**config.mk**
```make
export PLATFORM = sky130hd
export DESIGN_NAME = lcd_reader
export DESIGN_NICKNAME = d
export VERILOG_FILES = /design/src/rtl/lcd_reader.sv
export SDC_FILE = /design/constraint.sdc
export NUM_CORES = 1
export LEC_CHECK = 0
export ABC_CLOCK_PERIOD_IN_PS = 2100
export BUFFER_PORTS_ARGS = -buffer_cell sky130_fd_sc_hd__buf_2
export CELL_PAD_IN_SITES_DETAIL_PLACEMENT = 2
export CELL_PAD_IN_SITES_GLOBAL_PLACEMENT = 2
export CORE_MARGIN = 5
export CORE_UTILIZATION = 27
export CTS_CLUSTER_DIAMETER = 120
export DETAILED_ROUTE_END_ITERATION = 6
export PLACE_DENSITY = 0.84
export SLEW_MARGIN = 20
export SYNTH_ARGS = -nofsm -noshare
export SYNTH_HDL_FRONTEND = slang
export SYNTH_SLANG_ARGS = --single-unit
export TNS_END_PERCENT = 5
```
**constraint.sdc**
```tcl
create_clock -name clk -period 2.1 [get_ports clk]
set_input_delay 0.105 -clock clk [delete_from_list [all_inputs] [get_ports clk]]
set_output_delay 0.105 -clock clk [all_outputs]
set_load 0.02 [all_outputs]
```
**src/rtl/lcd_reader.sv**
```systemverilog
// ---------------------------------------------------------------------------
// lcd_reader
//   Read side of the HD44780 LCD custom instruction (Nios II multicycle).
//   Runs one LCD read cycle with RW=1, or a busy-poll sequence of status reads,
//   and returns the sampled byte. With RS=0 the byte is busy flag + address
//   counter. With RS=1 the byte is DDRAM/CGRAM data.
//
//   Optional feature macro: LCD_RD_TIMEOUT_EN
//     When defined, a poll aborts after TMO status reads that still show BF=1.
//     The abort sets result[31]. When undefined, a poll runs until BF=0.
//
// Ports
//   clk      system clock
//   reset    synchronous, active-high reset
//   clk_en   custom-instruction qualifier
//   start    start pulse, accepted only when clk_en=1 and the FSM is idle
//   dataa    [0] rs value, [1] poll mode (honoured only when [0]=0)
//   done     one-cycle pulse, result valid in the same cycle
//   result   [7:0] last byte, [30:16] read count (saturating), [31] timeout
//   rw       1 while a transaction is in progress (top level tristates db)
//   en       LCD enable
//   rs       LCD register select
//   db_in    LCD data bus, input side
// ---------------------------------------------------------------------------
module lcd_reader #(
  parameter int T_AS = 3,
  parameter int T_PW = 25,
  parameter int T_H  = 25,
  parameter int TMO  = 100000
) (
  input  logic        clk,
  input  logic        reset,
  input  logic        clk_en,
  input  logic        start,
  input  logic [31:0] dataa,
  output logic        done,
  output logic [31:0] result,
  output logic        rw,
  output logic        en,
  output logic        rs,
  input  logic [7:0]  db_in
);

  typedef enum logic [2:0] {
    S_IDLE  = 3'd0,
    S_SETUP = 3'd1,
    S_EN_HI = 3'd2,
    S_EN_LO = 3'd3,
    S_DONE  = 3'd4
  } state_t;

  // Each timed state loads (duration - 1) and leaves when the timer reads 0.
  localparam logic [15:0] L_AS = 16'(T_AS - 1);
  localparam logic [15:0] L_PW = 16'(T_PW - 1);
  localparam logic [15:0] L_H  = 16'(T_H - 1);

  state_t      r_state;
  state_t      w_next;
  logic [15:0] r_tmr;
  logic        w_load;
  logic [15:0] w_load_val;
  logic        w_accept;
  logic        w_timeout;
  logic        w_sample;
  logic        w_active;

  logic        r_rs_sel;
  logic        r_poll;
  logic [7:0]  r_byte;
  logic [14:0] r_cnt;
  logic        r_to;
  logic        r_en;
  logic        r_rw;
  logic        r_rs;
  logic        r_done;
  logic [31:0] r_result;
`ifdef LCD_RD_TIMEOUT_EN
  logic [31:0] r_poll_cnt;
`endif

  logic w_unused;
  assign w_unused = ^dataa[31:2];

  assign w_accept = start & clk_en & (r_state == S_IDLE);
  assign w_active = (r_state == S_SETUP) | (r_state == S_EN_HI) | (r_state == S_EN_LO);
  // en is registered from EN_HI, so the first EN_LO edge is the one that drops en.
  assign w_sample = (r_state == S_EN_LO) & r_en;

  // Next-state logic and phase timer reload requests
  always_comb begin
    w_next     = r_state;
    w_load     = 1'b0;
    w_load_val = 16'd0;
    w_timeout  = 1'b0;
    case (r_state)
      S_IDLE: begin
        if (w_accept) begin
          w_next     = S_SETUP;
          w_load     = 1'b1;
          w_load_val = L_AS;
        end else begin
          w_next = S_IDLE;
        end
      end
      S_SETUP: begin
        if (r_tmr == 16'd0) begin
          w_next     = S_EN_HI;
          w_load     = 1'b1;
          w_load_val = L_PW;
        end else begin
          w_next = S_SETUP;
        end
      end
      S_EN_HI: begin
        if (r_tmr == 16'd0) begin
          w_next     = S_EN_LO;
          w_load     = 1'b1;
          w_load_val = L_H;
        end else begin
          w_next = S_EN_HI;
        end
      end
      S_EN_LO: begin
        if (r_tmr != 16'd0) begin
          w_next = S_EN_LO;
        end else if (r_poll && r_byte[7]) begin
`ifdef LCD_RD_TIMEOUT_EN
          if (r_poll_cnt >= 32'(TMO)) begin
            w_next    = S_DONE;
            w_timeout = 1'b1;
          end else begin
            w_next     = S_SETUP;
            w_load     = 1'b1;
            w_load_val = L_AS;
          end
`else
          w_next     = S_SETUP;
          w_load     = 1'b1;
          w_load_val = L_AS;
`endif
        end else begin
          w_next = S_DONE;
        end
      end
      S_DONE: begin
        w_next = S_IDLE;
      end
      default: begin
        w_next = S_IDLE;
      end
    endcase
  end

  // State register and phase timer
  always_ff @(posedge clk) begin
    if (reset) begin
      r_state <= S_IDLE;
      r_tmr   <= 16'd0;
    end else begin
      r_state <= w_next;
      if (w_load) begin
        r_tmr <= w_load_val;
      end else if (r_tmr != 16'd0) begin
        r_tmr <= r_tmr - 16'd1;
      end
    end
  end

  // LCD pins, sampled byte, read counters and result register
  always_ff @(posedge clk) begin
    if (reset) begin
      r_rs_sel <= 1'b0;
      r_poll   <= 1'b0;
      r_byte   <= 8'h00;
      r_cnt    <= 15'd0;
      r_to     <= 1'b0;
      r_en     <= 1'b0;
      r_rw     <= 1'b0;
      r_rs     <= 1'b0;
      r_done   <= 1'b0;
      r_result <= 32'd0;
`ifdef LCD_RD_TIMEOUT_EN
      r_poll_cnt <= 32'd0;
`endif
    end else begin
      if (w_accept) begin
        r_rs_sel <= dataa[0];
        // A data read never polls: BF only exists in the status byte.
        r_poll   <= dataa[1] & ~dataa[0];
        r_cnt    <= 15'd0;
        r_to     <= 1'b0;
`ifdef LCD_RD_TIMEOUT_EN
        r_poll_cnt <= 32'd0;
`endif
      end
      r_rw <= w_active;
      r_en <= (r_state == S_EN_HI);
      // rs only moves in SETUP, where en is already low.
      if (r_state == S_SETUP) begin
        r_rs <= r_rs_sel;
      end
      if (w_sample) begin
        r_byte <= db_in;
        if (r_cnt != 15'h7FFF) begin
          r_cnt <= r_cnt + 15'd1;
        end
`ifdef LCD_RD_TIMEOUT_EN
        r_poll_cnt <= r_poll_cnt + 32'd1;
`endif
      end
      if (w_timeout) begin
        r_to <= 1'b1;
      end
      r_done <= (r_state == S_DONE);
      if (r_state == S_DONE) begin
        r_result <= {r_to, r_cnt, 8'h00, r_byte};
      end
    end
  end

  assign done   = r_done;
  assign result = r_result;
  assign rw     = r_rw;
  assign en     = r_en;
  assign rs     = r_rs;

endmodule
```
==> metrics <==
status complete, no violations; Via-to-Cell Ratio around 5.2; switching power approximately 1900 µW; type of the tightest min-delay check in2reg; Mean Syn Cell Area 8.13 µm²; # Max-Cap Violations 0; Syn Inst Count 400; Async SR Flop Fraction 0%; CP bufs+invs 0; per-cell routed wire length between 15 and 20 µm; post-synthesis sequential area ratio between 40% and 50%; largest net degree at the start of global routing 26; CTS Sinks 71; Register-to-Register Path Depth 4; critical path type reg2reg; cell depth of the worst setup path 4; unrepaired setup endpoints after global routing yes; critical path arrival about 2.2 ns; Max-slew headroom around two thirds; worst hold slack 0.0111 ns; CP max FO 12; fraction of layout cells with a size suffix above 1 between 20 and 25%; Initial DRC Count 119; dpl cell area between 3000 and 4000 µm²; Compound-Gate Fraction of Synth Area between 15 and 20%; WL met1 about 4.7 mm; worst path cell trace or4_1, nor3_2, a31o_2, nor4_1; Inserted Clock Buffers 9; later-pin clock latency in the skew report 0.33 ns; ys flop type dfxtp_1; Unique masters post-synth between 50 and 60; Initial Util a little over a quarter; Pwr Density approximately 1300 nW/µm²; uppermost layer routed met4; initial antenna violation count 0; Worst Setup EP r_tmr[0]$_SDFFE_PP0P_; number of global-route vias before repair around 3500; area occupied by multi-input gates 1670 µm²; Critical Path RT about 2.3 ns; CTS tree done; total wire length 10.3 mm; Layout Cell Area excl Fill approximately 4000 µm²; Sw Share 36.1%; internal power 3310 µW; Finish-stage setup viols 0; min Tclk post-route roughly 2.0 ns; clk_skew 0.00746 ns; worst slew pin tran about 0.52 ns; gr ovfl total 0; logic gate share of total power 36.8%; largest family of logic cells by synthesized area simple AND/OR/NAND/NOR gates; Max Fclk roughly 490 MHz; r2r startpoint r_tmr[4]$_SDFFE_PP0P_; Area Overhead vs Synth 21.8%; Critical Path Sink Type flop; Critical-path top delay cell or4_1; DRT Pass-1 Iters 4; top cell type's share of synthesized area between 40% and 50%; die area roughly 14000 µm²; Die W approximately 120 µm; Synth Area in Adders less than 1%; Post-DP HPWL slightly above 7 mm; simple-gate area share of the yosys netlist between 20% and 30%; clock-pin transition on the worst setup and hold timing paths around 0.060 ns; Yosys Warn Count 0; kind of cell adding the most delay to the critical path simple AND/OR/NAND/NOR gates; number of diodes 0; CTS root buf clkbuf_16; mux cell area share after synthesis less than 1%; num ports 80; Syn Std Cell Area around 3300 µm²; Max clock buf depth 2; critical path launch point r_tmr[4]$_SDFFE_PP0P_; total track usage 15.0%; num rows 40; fill count ~1400; H-tree depth 3; reg2reg setup slack between 0.07 and 0.08 ns; Via Count between 3000 and 4000; Setup crit start kind flop; final core utilization around 33%; Critical R2R Capture r_tmr[0]$_SDFFE_PP0P_; FF+latch area roughly 1400 µm²; Core Region 11900 µm²; clock share of power 31.6%; antenna viol nets, final 0; routed wl met3 371 µm; sequential power share between 30% and 40%; Post-synth EDFFs 0; Crit path largest cell delay about 0.73 ns; synth top area cells dfxtp_1 (44%), nand2_1 (9.6%), a21oi_1 (7.7%), o21ai_0 (2.8%), or3_1 (2.7%); global-route wire length before repair roughly 17 mm; Place WS roughly 0.0094 ns; met2 routed WL just over 5 mm; Final Net Count roughly 500; port bufs 40; largest area contributor in the netlist dfxtp_1; #FFs+latches synth 71; Synth Area in XOR/XNOR 0%; Residual DRC 0; leak pwr roughly 0.0014 µW; routability-driven placement congestion ratio 0.786; Final Cycle Share a little over nine tenths; height of the die around 120 µm; Final Max Slew Viols 0; maximum VDD drop between 0.0005 and 0.0006 V; Fin. Hold Viols 0; setup ws final 0.0731 ns
worst min-delay path: stages:
cell	delay [ns]
buf_2	0.10
nand2_1	0.04
a21oi_1	0.05
stage by stage:
stage               setup TNS (ns)  cells  power (µW)
detailed placement               0    579        3480
floorplan                        0    408        2930
global placement                 0    579        3350
finish                           0    594        5170
global route               -0.0963    594        5510
CTS                              0    594        5170
what timing repair did:
item,4_1_cts,5_1_grt
endpoints found under the setup margin,1,4
gates cloned,0,0
gates resized for setup,1,4
buffers inserted,0,0
hold buffers,0,0
cell usage in the layout, fill, tap and decap left out, types with 2 or more instances in the layout:
| cell | n |
|---|---|
| ha_1 | 2 |
| nor4_2 | 2 |
| a31o_2 | 2 |
| a211oi_2 | 2 |
| and3_1 | 2 |
| conb_1 | 9 |
| nand2_1 | 83 |
| and4_1 | 2 |
| bufinv_16 | 2 |
| buf_4 | 17 |
| o211ai_1 | 3 |
| buf_2 | 40 |
| a31oi_1 | 3 |
| nor3_2 | 2 |
| a211oi_1 | 9 |
| clkbuf_1 | 2 |
| o31ai_1 | 7 |
| and2_1 | 4 |
| clkbuf_16 | 9 |
| mux2i_1 | 2 |
| a21oi_1 | 50 |
| or3_1 | 14 |
| dfxtp_1 | 71 |
| or2_2 | 4 |
| nand4_1 | 11 |
| nand2b_1 | 3 |
| nand3_1 | 5 |
| nor4b_1 | 2 |
| nor3_1 | 7 |
| o22ai_1 | 2 |
| inv_1 | 9 |
| or4_1 | 11 |
| nor2_1 | 9 |
| nor4_1 | 5 |
| o21ai_0 | 18 |
flip-flops by register name (all words and copies together) (netlist names), 3 cells and up:
| signal | flops |
|---|---|
| result | 23 |
| r_tmr | 16 |
| r_cnt | 15 |
| r_byte | 8 |
| r_state | 3 |
metal layers:
metal | up-vias | track usage (%)
met5 | - | 0
met4 | 0 | 5.44
met3 | 16 | 3.39
met2 | 55 | 25.6
met1 | 1538 | 18.5
li1 | 1509 | -
synthesized netlist by cell type (all sizes together) (2+ instances only):
master,instances
nand2,83
dfxtp,71
a21oi,50
clkbuf,18
o21ai,18
buf,16
or3,14
or4,12
a211oi,11
nand4,11
nor2,10
inv,9
nor3,9
nor4,8
o31ai,7
nand3,6
and2,4
nand2b,4
or2,4
a31oi,3
o211ai,3
a31o,2
and3,2
and4,2
ha,2
mux2i,2
nor3b,2
nor4b,2
o22ai,2
power groups by stage:
stage	registers, µW	clock network [µW]	logic (µW)
floorplan	1600	0	1330
global placement	1640	0	1710
detailed placement	1650	0	1830
CTS	1630	1680	1850
global route	1660	1760	2100
finish	1640	1630	1900
area by class of cell:
cell class | instances | share of cell area, %
Inverter | 9 | 0.853
Sequential cell | 71 | 35.9
Tap cell | 147 | 4.64
Multi-Input combinational cell | 294 | 42.1
Clock buffer | 12 | 6.22
Clock inverter | 3 | 1.71
Timing Repair Buffer | 58 | 8.56
how the worst min path moves through the flow:
stage,start,endpoint,slack [ns],cells past startpoint
after floorplan,db_in[0],r_byte[0]$_SDFFE_PP0P_,0.24,2
after global placement,db_in[2],r_byte[2]$_SDFFE_PP0P_,0.35,3
after detailed placement,db_in[2],r_byte[2]$_SDFFE_PP0P_,0.36,3
after CTS,db_in[2],r_byte[2]$_SDFFE_PP0P_,0.005,3
after global routing,db_in[2],r_byte[2]$_SDFFE_PP0P_,0.01,3
final,db_in[2],r_byte[2]$_SDFFE_PP0P_,0.01,3
cells by family (layout without fill, tap and decap cells):
logic type      after synthesis  count (layout)
mux                           2               2
buf+inv                      43              82
other cells                   1               9
fa+ha+maj                     2               2
flops                        71              71
compound gates              104             104
simple gates                177             177
Note: power is estimated with default switching activity, not from simulation.
